File: config.mk
export PLATFORM = sky130hd
export DESIGN_NAME = multicycle_controller
export DESIGN_NICKNAME = d
export VERILOG_FILES = /design/src/rtl/multicycle_controller.sv
export SDC_FILE = /design/constraint.sdc
export NUM_CORES = 1
export LEC_CHECK = 0
export ABC_AREA = 1
export ABC_CLOCK_PERIOD_IN_PS = 2130
export CAP_MARGIN = 30
export CELL_PAD_IN_SITES_DETAIL_PLACEMENT = 1
export CELL_PAD_IN_SITES_GLOBAL_PLACEMENT = 1
export CORE_MARGIN = 2
export CORE_UTILIZATION = 25
export CTS_CLUSTER_SIZE = 30
export DETAILED_ROUTE_END_ITERATION = 16
export GPL_TIMING_DRIVEN = 0
export PLACE_DENSITY = 0.88
export SYNTH_ARGS = -nofsm -noshare
export SYNTH_HDL_FRONTEND = slang
export SYNTH_SLANG_ARGS = --single-unit
File: constraint.sdc
create_clock -name clk -period 2.13 [get_ports clk]
set_input_delay 0.3195 -clock clk [delete_from_list [all_inputs] [get_ports clk]]
set_output_delay 0.3195 -clock clk [all_outputs]
set_load 0.1 [all_outputs]
File: src/rtl/multicycle_controller.sv
// multicycle_controller
//   Control unit for the multicycle MIPS datapath. A single Moore FSM
//   sequences fetch, decode, execute, memory and writeback over the shared
//   memory, ALU and register file.
//
// Ports
//   clk         in   system clock, rising-edge
//   reset       in   asynchronous active-high reset, forces FETCH
//   op          in   opcode instr[31:26]
//   funct       in   function field instr[5:0]
//   zero        in   ALU zero flag
//   pcen        out  PC enable (pcwrite, or branch & zero)
//   memwrite    out  memory write strobe
//   irwrite     out  instruction register enable
//   regwrite    out  register file write enable
//   alusrca     out  ALU A select: 0 = PC, 1 = register A
//   iord        out  memory address select: 0 = PC, 1 = ALUOut
//   memtoreg    out  writeback select: 0 = ALUOut, 1 = memory data
//   regdst      out  destination select: 0 = rt, 1 = rd
//   alusrcb     out  ALU B select: B / 4 / imm / imm<<2
//   pcsrc       out  PC source: ALU result / ALUOut / jump target
//   alucontrol  out  ALU operation
//   illegal     out  unsupported opcode (DECODE) or funct (EXECUTE)
//
// Outputs are decoded combinationally from the state register so that an
// asynchronous reset removes memwrite/regwrite in the same instant.
module multicycle_controller #(
  parameter int OPW = 6
) (
  input  logic           clk,
  input  logic           reset,
  input  logic [OPW-1:0] op,
  input  logic [OPW-1:0] funct,
  input  logic           zero,
  output logic           pcen,
  output logic           memwrite,
  output logic           irwrite,
  output logic           regwrite,
  output logic           alusrca,
  output logic           iord,
  output logic           memtoreg,
  output logic           regdst,
  output logic [1:0]     alusrcb,
  output logic [1:0]     pcsrc,
  output logic [2:0]     alucontrol,
  output logic           illegal
);

  localparam logic [OPW-1:0] OP_LW    = 6'b100011;
  localparam logic [OPW-1:0] OP_SW    = 6'b101011;
  localparam logic [OPW-1:0] OP_RTYPE = 6'b000000;
  localparam logic [OPW-1:0] OP_BEQ   = 6'b000100;
  localparam logic [OPW-1:0] OP_ADDI  = 6'b001000;
  localparam logic [OPW-1:0] OP_J     = 6'b000010;

  typedef enum logic [3:0] {
    FETCH    = 4'd0,
    DECODE   = 4'd1,
    MEMADR   = 4'd2,
    MEMREAD  = 4'd3,
    MEMWB    = 4'd4,
    MEMWRITE = 4'd5,
    EXECUTE  = 4'd6,
    ALUWB    = 4'd7,
    BRANCH   = 4'd8,
    ADDIEX   = 4'd9,
    ADDIWB   = 4'd10,
    JUMP     = 4'd11
  } state_t;

  state_t     state_r;
  state_t     state_next_s;
  logic [1:0] aluop_s;
  logic       pcwrite_s;
  logic       branch_s;
  logic       op_bad_s;
  logic       funct_bad_s;

  // State register with asynchronous return to FETCH
  always_ff @(posedge clk or posedge reset) begin
    if (reset) begin
      state_r <= FETCH;
    end else begin
      state_r <= state_next_s;
    end
  end

  // Next-state and Moore output decode
  always_comb begin
    state_next_s = FETCH;
    memwrite     = 1'b0;
    irwrite      = 1'b0;
    regwrite     = 1'b0;
    alusrca      = 1'b0;
    iord         = 1'b0;
    memtoreg     = 1'b0;
    regdst       = 1'b0;
    alusrcb      = 2'b00;
    pcsrc        = 2'b00;
    aluop_s      = 2'b00;
    pcwrite_s    = 1'b0;
    branch_s     = 1'b0;
    op_bad_s     = 1'b0;
    case (state_r)
      FETCH: begin
        alusrcb      = 2'b01;
        irwrite      = 1'b1;
        pcwrite_s    = 1'b1;
        state_next_s = DECODE;
      end
      DECODE: begin
        // Branch target is computed speculatively into ALUOut here
        alusrcb = 2'b11;
        case (op)
          OP_LW, OP_SW: state_next_s = MEMADR;
          OP_RTYPE:     state_next_s = EXECUTE;
          OP_BEQ:       state_next_s = BRANCH;
          OP_ADDI:      state_next_s = ADDIEX;
          OP_J:         state_next_s = JUMP;
          default: begin
            state_next_s = FETCH;
            op_bad_s     = 1'b1;
          end
        endcase
      end
      MEMADR: begin
        alusrca = 1'b1;
        alusrcb = 2'b10;
        if (op == OP_LW) begin
          state_next_s = MEMREAD;
        end else if (op == OP_SW) begin
          state_next_s = MEMWRITE;
        end else begin
          state_next_s = FETCH;
        end
      end
      MEMREAD: begin
        iord         = 1'b1;
        state_next_s = MEMWB;
      end
      MEMWB: begin
        memtoreg     = 1'b1;
        regwrite     = 1'b1;
        state_next_s = FETCH;
      end
      MEMWRITE: begin
        iord         = 1'b1;
        memwrite     = 1'b1;
        state_next_s = FETCH;
      end
      EXECUTE: begin
        alusrca      = 1'b1;
        aluop_s      = 2'b10;
        state_next_s = ALUWB;
      end
      ALUWB: begin
        regdst       = 1'b1;
        regwrite     = 1'b1;
        state_next_s = FETCH;
      end
      BRANCH: begin
        alusrca      = 1'b1;
        aluop_s      = 2'b01;
        pcsrc        = 2'b01;
        branch_s     = 1'b1;
        state_next_s = FETCH;
      end
      ADDIEX: begin
        alusrca      = 1'b1;
        alusrcb      = 2'b10;
        state_next_s = ADDIWB;
      end
      ADDIWB: begin
        regwrite     = 1'b1;
        state_next_s = FETCH;
      end
      JUMP: begin
        pcsrc        = 2'b10;
        pcwrite_s    = 1'b1;
        state_next_s = FETCH;
      end
      default: begin
        state_next_s = FETCH;
      end
    endcase
  end

  // ALU operation decode; funct only matters when aluop selects it
  always_comb begin
    alucontrol  = 3'b010;
    funct_bad_s = 1'b0;
    case (aluop_s)
      2'b00: alucontrol = 3'b010;
      2'b01: alucontrol = 3'b110;
      2'b10: begin
        case (funct)
          6'b100000: alucontrol = 3'b010;
          6'b100010: alucontrol = 3'b110;
          6'b100100: alucontrol = 3'b000;
          6'b100101: alucontrol = 3'b001;
          6'b101010: alucontrol = 3'b111;
          default: begin
            alucontrol  = 3'b010;
            funct_bad_s = 1'b1;
          end
        endcase
      end
      default: alucontrol = 3'b010;
    endcase
  end

  // zero only reaches pcen through the branch path
  assign pcen    = pcwrite_s | (branch_s & zero);
  assign illegal = op_bad_s | funct_bad_s;

endmodule

# Yosys cells after proc, flatten, opt, wreduce, memory -nomap -nowiden
# Index checks and enable logic that the tools add are counted.
dict set report word_totals {
  reg_bits 4
  inputBits 15
}
dict set report classes {
  n_mux 22
  reduce_logical 10
  n_eq_ne 23
  bitwise 3
}
# cell n
set ops {}
lappend ops {{6-bit == test, second input constant} 7}
lappend ops {{4-bit one-hot mux with 6 select lines} 1}
lappend ops {{4-bit one-hot mux with 5 select lines} 1}
lappend ops {{4-bit by 3-bit == test with 1-bit output, second input constant} 4}
lappend ops {{4-bit == test, second input constant} 4}
lappend ops {{1-bit two-way mux} 13}
lappend ops {{3-bit one-hot mux with 4 select lines} 1}
lappend ops {{4-bit by 2-bit == test with 1-bit output, second input constant} 2}
lappend ops {{2-bit one-hot mux with 2 select lines} 2}
lappend ops {{2-bit OR reduction} 4}
lappend ops {{6-bit by 2-bit == test with 1-bit output, second input constant} 1}
lappend ops {{6-bit by 3-bit == test with 1-bit output, second input constant} 1}
lappend ops {{6-bit by 4-bit == test with 1-bit output, second input constant} 1}
lappend ops {{6-bit logical NOT} 1}
lappend ops {{3-bit two-way mux} 2}
lappend ops {{2-bit one-hot mux with 3 select lines} 1}
lappend ops {{3-bit one-hot mux with 2 select lines} 1}
lappend ops {{6-bit OR reduction} 1}
lappend ops {{5-bit OR reduction} 1}
lappend ops {{4-bit by 1-bit == test with 1-bit output, second input constant} 1}
lappend ops {{4-bit logical NOT} 1}
lappend ops {{4-bit OR reduction} 1}
lappend ops {{3-bit OR reduction} 1}
lappend ops {{2-bit by 1-bit == test with 1-bit output, second input constant} 1}
lappend ops {{3 further kinds} 4}

# Depth between registers and ports, before layout
dict set report logic_depth {
  depth_word 5
  depth_mapped 9
}

# Least setup slack after synthesis
# Ideal clock, no wire load.
dict set report synth_path {
  path_kind {register -> output}
  from {reg state_r[1]}
  to {out alucontrol[2]}
  path_slack_ns -1.246
  arrival_time_ns 3.057
  stages_incl_launch_ff 7
  n_path_buf 0
  cell_sequence {dfrtp_1 > nor2_1 > inv_1 > nor2_4 > inv_1 > ha_1 > a21oi_1}
}
dict set report synth_via {
  elab_chain_cells 4
  word_cells_on_any_way 6
  cone_classes {4 x eq/ne; 2 x mux}
}
# element line
set synth_lines {}
lappend synth_lines {{start: declaration} 71} ;# state_t state_r;
lappend synth_lines {{start signal: assignment} 84} ;# state_r <= state_next_s;
lappend synth_lines {{4-bit == test or 4-bit by 3-bit == test with 1-bit output (tied branches)} 104} ;# case (state_r)
lappend synth_lines {{2-bit one-hot mux with 2 select lines *} 104}
lappend synth_lines {{2-bit == test or 2-bit by 1-bit == test with 1-bit output (tied branches)} 192} ;# case (aluop_s)
lappend synth_lines {{3-bit one-hot mux with 2 select lines *} 192}
lappend synth_lines {{end: declaration} 45} ;# output logic [2:0] alucontrol,
# Every way passes the cells marked *; elsewhere a longest branch is shown, timed or not.

# Worst setup path after layout
dict set report layout_path {
  from {reg state_r[1]}
  to {out alucontrol[1]}
}
# Same word-level chain as after synthesis.

==> results.md <==
- Outcome: finished, violations left
- Failing checks: setup timing
- # DRC: 0
- R2R cell count: 5
- Crit-path max FO: 5
- Placer's final routability congestion estimate: between 0.7 and 0.8
- # diodes: 0
- DR pass1 iterations: 4
- Via density: approximately 4.8
- Global-route wire length before repair: roughly 3.4 mm
- Worst Setup SP: state_r[1]
- Final setup vio count: 3
- Max reg flops: 4
- Initial antenna violation count: 0
- Worst hold slack: approximately 0.28 ns
- Fin crit period: approximately 2.2 ns
- Multi-input logic area: 464 um2
- Num CTS Buffers: 3
- Count of cell types in the netlist: 18
- Vias after detailed routing: just under 800
- Relative slew slack: between 60 and 70%
- Register area share after synthesis: 18.3%
- Mapped Cells: between 90 and 100
- CTS Buffer Depth: 2
- Htree depth: 1
- I/O pins: 31
- Biggest registers after layout: state_r (4)
- Leak pwr: 0.495 nW
- Die area: around 0.0026 mm2
- CTS sink cnt: 4
- Worst path depth: 9
- Most used cell, CP: inv_2
- Synth Register Bits: 4
- Post-CTS Hold Buffers: 0
- Cell Area, Synth: approximately 550 um2
- Clock Skews: about 0.00087 ns
- VDD IR max: just under 0.7 mV
- CP arrival: approximately 1.9 ns
- Final nets: 156
- Port bufs: 30
- Area Overhead vs Synth: 97.9%
- Unrepaired setup endpoints after global routing: yes
- CP Capture Type: output pin
- Fin. Hold Viols: 0
- Iteration-0 DRC Markers: 9
- Worst setup slack after layout: -0.0382 ns
- Largest reg by FF count: state_r
- Placed Cells: between 150 and 200
- Finished Layout Cells: around 160
- FF-to-FF setup slack: between 0.9 and 1 ns
- Slowest stage cell on the critical path: dfrtp_2
- Total wire length: about 2.2 mm
- Max Cap Violations: 0
- Final critical-path share of the clock period: 102%
- Post-route ant nets: 0
- Vias in the first global route: slightly below 800
- Die H: just over 50 um
- Setup Crit Path Kind: reg -> out
- DP Wirelength: about 1.6 mm
- Layout filler cell count: 250
- Post-Route Utilization: around 54%
- Worst-margin pin slew: around 0.56 ns
- PwrDens: about 1000 mW/mm2
- Insertion delay to the later sink of the worst-skew pair: 0.23 ns
- Storage cell area: 101 um2
- Count of final max-slew check failures: 0
- Gr usage total: roughly 18%
- Site Rows: 16
- Clk root buf: clkbuf_4
- Setup crit start kind: flop
- Final instance area: around 0.0011 mm2
- Commonest non-fill, non-tap cells in the layout: nor2_1 (17), nand2_1 (16), inv_1 (15), clkdlybuf4s50_1 (14), clkdlybuf4s15_2 (9)
- Largest net degree at the start of global routing: 6
- Post-Syn Area per Cell: 5.54 um2
- CTS tree: yes
- Critical path required time: around 1.8 ns
- Crit path to: alucontrol[1]
- Syn nets: 116
- CP top delay family: simple AND/OR/NAND/NOR gates
- Yosys Warn Count: 0
- Layout cell share with drive strength beyond 1: between 30% and 40%
- Most common cell after layout, fill and taps aside: nor2_1
- Worst flop-to-flop path endpoint: state_r[0]
- Gr ovfl total: 0
- Crit path cell chain: nor2_1 > inv_2 > nor2_4 > inv_2 > ha_4 > nand4_1 > buf_6 > nand3_4 > buf_12
- CORE AREA: just over 0.002 mm2
- Starting Density: a little over a quarter
- Buffers plus inverters on the worst setup path: 4
- Wire per inst: 13.5 um
- CP max stage delay: ~0.43 ns
- DIE WIDTH: around 51 um
- Placed cell areas: 976 um2
- Clk pin slew, worst setup/hold paths: roughly 0.040 ns
- HP Class: in -> async
- Fmax: between 400 and 500 MHz
- Post-Place Setup Slack: -0.913 ns
- Worst reg2reg path startpoint: state_r[3]
where the power goes:
part	total, mW	switching (mW)	internal (mW)
sequential	0.111	0.0182	0.0931
clock	0.0907	0.0279	0.0628
combinational	0.934	0.730	0.204
cell usage after synthesis, drive strengths merged:
cell / instances / share of area (%)
nor2: 27 / 23
inv: 23 / 16
nand2: 19 / 15
nand3: 8 / 7.3
o21ai: 5 / 4.6
dfrtp: 4 / 18
a21oi: 3 / 2.7
nand4: 3 / 3.4
a31oi: 2 / 2.3
ha: 2 / 4.6
o22ai: 2 / 2.3
o211ai: 1 / 1.4
worst min path at each step:
stage / from / endpoint / cells after the start
after floorplan: reset / state_r[0] / 1
after global placement: reset / state_r[0] / 2
after detailed placement: reset / state_r[0] / 2
after CTS: reset / state_r[3] / 2
after global routing: reset / state_r[3] / 2
final: reset / state_r[3] / 2
worst register-to-register path, cell delays in order (launching register included):
cell     delay, ns
dfrtp_1       0.41
nor2_1        0.18
inv_2         0.11
nor2_2        0.20
a31oi_1       0.13
nand2_1       0.08
logic make-up (layout without fill, tap and decap cells):
kind of cell / count (synthesis) / count (layout) / share of synthesized area, %
adder cells (fa/ha/maj): 2 / 2 / 4.57
AND/OR/NAND/NOR: 57 / 57 / 48.2
flip-flops: 4 / 4 / 18.3
AO/OA/AOI/OAI: 13 / 13 / 13.2
buffers and inverters: 23 / 61 / 15.8
stage by stage:
step	TNS, ns	power [mW]
after floorplan	-1.39	0.823
after global placement	-5.33	1.01
after detailed placement	-6.03	1.02
after CTS	0	1.10
after global routing	-0.490	1.19
final	-0.0921	1.14
repair_timing:
item,CTS,global route
buffers inserted,1,4
hold endpoints to repair,0,0
setup endpoints to repair,16,9
pin swaps,1,2
gates resized for setup,76,9
layer usage:
layer	share of wire, %	wire length (um)	vias up	GRT usage [%]
met4	1.4	30	0	6.76
met3	2.8	62	4	2.05
met5	0	0	-	0
li1	-	-	391	-
met1	39	859	370	17.6
met2	57	1260	26	36.0
cell type report:
class	instances	area share (%)
Sequential cell	4	9.34
Clock buffer	3	2.08
Tap cell	27	3.11
Inverter	23	8.19
Timing Repair Buffer	35	34.5
Multi-Input combinational cell	72	42.8
Power figures use the tool's default switching activity.
